$ cat config.mk
export PLATFORM = sky130hd
export DESIGN_NAME = sdram_arbiter
export DESIGN_NICKNAME = d
export VERILOG_FILES = /design/src/rtl/sdram_arbiter_pkg.sv /design/src/rtl/sdram_arbiter_rr_pick.sv /design/src/rtl/sdram_arbiter.sv
export SDC_FILE = /design/constraint.sdc
export NUM_CORES = 1
export LEC_CHECK = 0
export CAP_MARGIN = 20
export CORE_MARGIN = 3
export CORE_UTILIZATION = 35
export DETAILED_ROUTE_END_ITERATION = 12
export PLACE_DENSITY = 0.82
export SETUP_SLACK_MARGIN = 0.15
export SLEW_MARGIN = 20
export SYNTH_ARGS = -nofsm -noshare
export SYNTH_HDL_FRONTEND = slang
export SYNTH_SLANG_ARGS = --single-unit
$ cat constraint.sdc
create_clock -name clk -period 2.3 [get_ports clk]
set_input_delay 0.46 -clock clk [delete_from_list [all_inputs] [get_ports clk]]
set_output_delay 0.46 -clock clk [all_outputs]
set_load 0.005 [all_outputs]
$ cat src/rtl/sdram_arbiter_pkg.sv
// ============================================================================
// Module : sdram_arbiter_pkg
// Brief  : Host-port widths shared with sdram_controller, plus arbiter FSM encoding.
// Rev    : 1.0  initial release
// ============================================================================
`default_nettype none

package sdram_arbiter_pkg;

    // Host-port widths; sdram_controller is built against the same values.
    localparam int ADDR_W = 32;
    localparam int DATA_W = 16;
    localparam int BSEL_W = 2;

    typedef enum logic [0:0] {
        ST_IDLE = 1'b0,
        ST_BUSY = 1'b1
    } arb_state_t;

endpackage

`default_nettype wire

$ cat src/rtl/sdram_arbiter_rr_pick.sv
// ============================================================================
// Module : rr_pick
// Brief  : Combinational round-robin picker: first set request at or after ptr, wrapping.
// Rev    : 1.0  initial release
// ============================================================================
`default_nettype none

module rr_pick #(
    parameter int NUM_REQ = 3,
    parameter int IDX_W   = (NUM_REQ > 1) ? $clog2(NUM_REQ) : 1
) (
    input  logic [NUM_REQ-1:0] req,
    input  logic [IDX_W-1:0]   ptr,
    output logic               valid,
    output logic [IDX_W-1:0]   idx
);

    function automatic int unsigned wrap_idx(input int unsigned p, input int unsigned k);
        return (p + k) % NUM_REQ;
    endfunction

    // Walk offsets from farthest to nearest so the nearest hit is written last.
    always_comb begin
        valid = 1'b0;
        idx   = '0;
        for (int k = NUM_REQ - 1; k >= 0; k--) begin
            if (req[wrap_idx(int'(ptr), k)]) begin
                valid = 1'b1;
                idx   = IDX_W'(wrap_idx(int'(ptr), k));
            end
        end
    end

endmodule

`default_nettype wire

$ cat src/rtl/sdram_arbiter.sv
// ============================================================================
// Module : sdram_arbiter
// Brief  : Round-robin arbiter sharing one sdram_controller host port among NUM_REQ masters.
// Rev    : 1.0  initial release
// ============================================================================
`default_nettype none

module sdram_arbiter
    import sdram_arbiter_pkg::*;
#(
    parameter int NUM_REQ = 3,
    parameter int IDX_W   = (NUM_REQ > 1) ? $clog2(NUM_REQ) : 1
) (
    input  logic                       clk,
    input  logic                       rst,
    input  logic [NUM_REQ*ADDR_W-1:0]  m_addr,
    input  logic [NUM_REQ*DATA_W-1:0]  m_wdata,
    input  logic [NUM_REQ-1:0]         m_wr_en,
    input  logic [NUM_REQ*BSEL_W-1:0]  m_bytesel,
    output logic [NUM_REQ-1:0]         m_compl,
    output logic [DATA_W-1:0]          m_rdata,
    output logic                       m_ready,
    output logic [ADDR_W-1:0]          c_addr,
    output logic [DATA_W-1:0]          c_wdata,
    output logic                       c_wr_en,
    output logic [BSEL_W-1:0]          c_bytesel,
    input  logic [DATA_W-1:0]          c_rdata,
    input  logic                       c_compl,
    input  logic                       c_config_done,
    output logic                       busy,
    output logic [IDX_W-1:0]           grant_idx
);

    arb_state_t          r_state;
    arb_state_t          w_next_state;
    logic [IDX_W-1:0]    r_ptr;
    logic [IDX_W-1:0]    r_grant;
    logic [ADDR_W-1:0]   r_addr;
    logic [DATA_W-1:0]   r_wdata;
    logic                r_wr_en;
    logic [BSEL_W-1:0]   r_bsel;

    logic [NUM_REQ-1:0]  w_req;
    logic                w_pick_valid;
    logic [IDX_W-1:0]    w_pick_idx;
    logic                w_start;
    logic                w_done;

    for (genvar gi = 0; gi < NUM_REQ; gi++) begin : g_req
        assign w_req[gi] = |m_bytesel[gi*BSEL_W +: BSEL_W];
    end

    rr_pick #(
        .NUM_REQ (NUM_REQ),
        .IDX_W   (IDX_W)
    ) u_rr_pick (
        .req   (w_req),
        .ptr   (r_ptr),
        .valid (w_pick_valid),
        .idx   (w_pick_idx)
    );

    always_comb begin
        w_next_state = r_state;
        w_start      = 1'b0;
        w_done       = 1'b0;
        case (r_state)
            ST_IDLE: begin
                if (c_config_done && w_pick_valid) begin
                    w_start      = 1'b1;
                    w_next_state = ST_BUSY;
                end
            end
            ST_BUSY: begin
                if (c_compl) begin
                    w_done       = 1'b1;
                    w_next_state = ST_IDLE;
                end
            end
            default: w_next_state = ST_IDLE;
        endcase
    end

    always_ff @(posedge clk) begin
        if (rst) begin
            r_state <= ST_IDLE;
            r_ptr   <= '0;
            r_grant <= '0;
            r_addr  <= '0;
            r_wdata <= '0;
            r_wr_en <= 1'b0;
            r_bsel  <= '0;
        end else begin
            r_state <= w_next_state;
            if (w_start) begin
                r_grant <= w_pick_idx;
                r_addr  <= m_addr[int'(w_pick_idx)*ADDR_W +: ADDR_W];
                r_wdata <= m_wdata[int'(w_pick_idx)*DATA_W +: DATA_W];
                r_wr_en <= m_wr_en[w_pick_idx];
                r_bsel  <= m_bytesel[int'(w_pick_idx)*BSEL_W +: BSEL_W];
            end
            // Pointer moves past the finished requester so it cannot win back-to-back.
            if (w_done) begin
                r_ptr <= (r_grant == IDX_W'(NUM_REQ - 1)) ? '0 : r_grant + IDX_W'(1);
            end
        end
    end

    always_comb begin
        m_compl = '0;
        if (w_done) begin
            m_compl[r_grant] = 1'b1;
        end
    end

    assign busy      = (r_state == ST_BUSY);
    assign c_addr    = r_addr;
    assign c_wdata   = r_wdata;
    assign c_wr_en   = busy & r_wr_en;
    assign c_bytesel = busy ? r_bsel : '0;
    assign m_rdata   = c_rdata;
    assign m_ready   = c_config_done;
    assign grant_idx = r_grant;

endmodule

`default_nettype wire

* Word level (Yosys, flattened, before mapping)
Index checks and enable logic that the tools add are counted.
** Cells by class
- $lt $le $gt $ge :: 6
- Mux-type cells :: 25
- Div/mod/pow operators :: 3
- Bitwise logic cells :: 2
- $mul :: 0
- Shift-type cells :: 3
- Equal/unequal tests :: 1
- Reduce and logical (&&, ||, !) cells :: 5
- Add/sub/neg operators :: 3
** Operator list (count)
- less-than comparator 32 x 3 -> 1 bit (second input constant) :: 3
- indexed part select 96 x 8 -> 32 bit :: 1
- remainder unit 32 x 2 -> 32 bit (second input constant) :: 2
- indexed part select 48 x 7 -> 16 bit :: 1
- remainder unit 2 x 2 -> 32 bit (second input constant) :: 1
- two-way mux 1 bit :: 13
- two-way mux 2 bit :: 5
- binary-select mux 1 bit (select 2 bit) :: 4
- less-than comparator 2 x 3 -> 1 bit (second input constant) :: 2
- OR reduction 2 bit :: 3
- indexed part select 6 x 4 -> 2 bit :: 1
- adder 2 x 1 -> 3 bit (second input constant) :: 1
- adder 2 x 2 -> 3 bit (second input constant) :: 1
- two-way mux 3 bit :: 1
- adder 2 x 1 -> 2 bit (second input constant) :: 1
- demux 1 bit (select 2 bit) :: 1
- equality test 2 bit (second input constant) :: 1
- >= comparator 2 x 1 -> 1 bit (second input constant) :: 1
- logical AND 1 bit :: 2
- one-hot mux 1 bit (2 select lines) :: 1
- bitwise AND 1 bit :: 1
- inverter 1 bit :: 1
** Storage, ports and cells
- Output and inout port bits :: 74
- Bits in read-only memories :: 0
- Bits in writable memories :: 0
- Bits in latches :: 0
- Memories :: 0
- Bits in registers :: 56

* Longest topological paths before layout
- Depth in word-level cells :: 10
- Gate-level depth with buffers :: 10
- Mapped depth without buffers :: 7

* Cells and area by module
From an unflattened synthesis, not the netlist that was laid out.
** Unflattened totals
- Cell total of the unflattened synthesis :: 358
- Area total of the unflattened synthesis :: 3448.3 um^2
** Modules (own cells, without submodules)
- sdram_arbiter :: instances 1, cells each 331, area an instance 3256.9 um^2, sequential area each 1121.1 um^2
- rr_pick :: instances 1, cells each 27, area an instance 191.4 um^2, sequential area each 0.0 um^2

* Worst setup path before layout
Ideal clock, no wire load.
- Path type :: reg-to-reg
- Start :: reg r_ptr[0]
- End :: reg r_addr[0], in the netlist c_addr[0]
- Cell stages (with the launch flop) :: 10
- Data required time :: 2.167 ns
- Path slack :: 0.197 ns
- Data arrival time :: 1.970 ns
- Period minus slack after synthesis :: 2.103 ns
- Path through :: dfxtp_1 inv_1 ha_1 buf_2 a211o_1 a2111o_1 buf_6 buf_6 mux2i_1 o221ai_1
** On the way
- Cells in the longest elaborated chain, start to end :: 10
- Elaborated cells between the ends (all ways) :: 21
- Those cells by class :: 2 x add/sub; 3 x div; 1 x shift; 14 x mux; 1 x reduce/logical
** Ends and longest elaborated chain
- start: declaration :: line sdram_arbiter.sv:36 : logic [IDX_W-1:0] r_ptr;
- start signal: assignment :: line sdram_arbiter.sv:104 : r_ptr <= (r_grant == IDX_W'(NUM_REQ - 1)) ? '0 : r_grant + IDX_W'(1);
- parallel branches: the longest is 10 deep, another holds remainder unit 32 x 2 -> 32 bit
- end signal: assignment :: line sdram_arbiter.sv:97 : r_addr <= m_addr[int'(w_pick_idx)*ADDR_W +: ADDR_W];
- end: declaration :: line sdram_arbiter.sv:38 : logic [ADDR_W-1:0] r_addr;
Parallel ways; which one is timed is not known. The select of a mux whose other input is x is not followed.
A chain may end at the register's enable or synchronous reset.

* Final worst setup path
- Start :: reg r_ptr[0]
- End :: reg r_addr[17], in the netlist c_addr[17]
Same word-level chain as after synthesis.

==> results.ini <==
[clock_network]
cts_max_level=2
clkTransAtPathRegs_ns=0.10
cts_root_buffer=clkbuf_8
cts.sinks=56
cts.path.max_buffers=2
cts_tree=built
clock_latency_ns=0.31
numCtsBuffers=5

[detailed_routing]
drtIter0Drc=151
routed_wl_um=15600
viasPerCell=5.80
drc=0
avgRoutedWirePerCell_um=22.1
ant_nets=0
vias=4102
firstDrtPassIters=5

[timing]
fmax_mhz=450
fin_skew_ns=0.00756
report.final.slew_viol_count=0
setup_viol=0
finalHoldViolCount=0
worst_pin_slew_ns=0.495
slew-limit-headroom=0.670
post-route-period-util=0.965
final.setup.worst_slack_ns=0.0801
whs_ns=0.539
finalCriticalPeriod_ns=2.22
rsz0062_at_grt=yes
tns_ns=0

[job]
maxCapViolCount=0

[logic_synthesis]
synth_area_sq_mm=0.00340
synth_nets=544
yosys.area_share.simple=0.228
synth_top_family_by_area=simple AND/OR/NAND/NOR gates
yosys_warnings=0
ys_ff_latch=56
synth_compound_area_frac=0.172
synthDistinctLibCells=30
synthAdderAreaFrac=0.00736
ys_seq_area_frac=0.330
syn_inst=369
synth.avg_cell_area_sq_um=9.22
post_synth_xor_area_fraction=0
synthMuxAreaShare=0.150

[layout]
synthToLayoutAreaGrowth_pct=94.4
drive_gt1_frac=0.225
fin_area_sq_mm=0.00661
layout_commonest_cell=clkdlybuf4s50_1
fin_cells=707
nFillCells=684
antenna_cells=0
layout_common_cells=clkdlybuf4s50_1 (207), dfxtp_1 (54), nand2_1 (51), nand4b_1 (51), mux2i_1 (41)
nets=752

[die]
die_area_sq_mm=0.0109
start_util=0.365
fp-row-count=35
fp.dieH_um=105
die_w_um=105
coreArea_sq_mm=0.00933
ioPinCount=247

[critical_path]
end_kind=flip-flop
required_ns=2.53
startpoint_type=flip-flop
cp.arrival_ns=2.45
critical_path_class=flip-flop to flip-flop
crit_path_max_fanout=5

[power_and_ir_drop]
power.leakage_nw=2.49
peakVddDrop_uv=268
powerDensity_mw_per_mm2=518

[placed_design]
gp_congestion=0.826
place_ws_ns=-0.247
dp_cells=677
numPortBuffers=214
place_area_sq_mm=0.00564
hpwlAfterDp_um=9330

[global_routing]
grt-ovfl-total=0
grt.total_usage=0.252
grt_pass1_wl_um=22300
grt_max_degree=57
antenna_found_initial=0
grt_pass1_vias=4131

[worst_hold_path]
hp-class=flip-flop to flip-flop

[run_status]
outcome=complete, no violations

[layer usage]
layer	vias up	share of wire	track usage
met3	41	0.083	0.0624
li1	1832	-	-
met5	-	0	0
met1	1987	0.38	0.292
met4	0	0.029	0.0984
met2	242	0.51	0.446
[final cells by class]
type	count	area [sq um]	area share
well taps	129	161	0.0244
inverters	2	7.51	0.00114
flip-flops and latches	56	1130	0.170
clock buffers	7	86.3	0.0131
repair buffers	262	2870	0.434
clock inverters	1	7.51	0.00114
multi-input cells	250	2350	0.356
[Yosys cell counts]
cell type   n  area share
a211oi_1    4      0.0088
o211a_1     1      0.0029
buf_2      21       0.031
nand4b_1   51        0.13
nor2b_1     1      0.0018
nor3_2      1      0.0029
a311oi_1    1      0.0026
clkbuf_1   15       0.017
a21o_1      1      0.0022
o21ai_1     1      0.0015
a21bo_2     1      0.0029
mux2i_1    51        0.15
a2111o_1    1      0.0033
buf_6       7       0.023
nor3_1      5      0.0074
nor3b_1     2      0.0044
inv_1       2      0.0022
nand2b_1    2      0.0037
nand3_1     3      0.0044
dfxtp_1    56        0.33
ha_1        2      0.0074
nor2_1      5      0.0055
a21oi_1     5      0.0074
nand2_1    52       0.057
or3_1       1      0.0018
o221ai_1   52        0.13
o21ai_0     1      0.0015
a211o_1     2      0.0052
buf_4      18       0.040
and2_1      4      0.0074
[final timing paths]
check	slack [ns]	to	startpoint	cells after the start
setup / recovery	0.08	c_addr[17]	r_ptr[0]	8
hold / removal	0.54	c_wdata[0]	c_wdata[0]	2
setup reg to reg	0.08	c_addr[17]	r_ptr[0]	8
hold reg to reg	0.54	c_wdata[0]	c_wdata[0]	2
[flip-flops by register name, indices dropped and copies added, names as in the netlist]
signal	flops
grant_idx	2
busy	1
r_ptr	2
c_addr	32
r_wr_en	1
c_wdata	16
r_bsel	2
[kinds of logic after synthesis]
family	count (synthesis)
mux	51
fa+ha+maj	2
compound gates	70
simple gates	127
flops	56
buf+inv	63
[worst max-delay path, stage by stage, from the launching register on]
cell,delay [ns]
dfxtp_2,0.35
inv_2,0.05
ha_4,0.25
a211o_1,0.27
a2111o_2,0.52
buf_4,0.18
buf_12,0.14
mux2i_4,0.18
o221ai_1,0.19
[metrics by stage]
stage,util,power [mW]
after detailed placement,0.605,2.44
final,0.709,3.43
after CTS,0.658,3.21
after global placement,0.605,2.41
after floorplan,-,1.73
after global routing,0.709,3.56
[what timing repair did]
action / 4_1_cts / 5_1_grt
hold buffers: 0 / 0
cloned: 7 / 5
setup buffers: 7 / 3
setup endpoints to repair: 55 / 55
pin swaps: 5 / 18
gates resized for setup: 39 / 61
[power breakdown]
part	switching, mW	internal (mW)
registers	0.0871	1.11
logic	0.670	0.979
clock network	0.338	0.246
total	1.10	2.33
No activity file was read; power rests on OpenSTA's default activity.
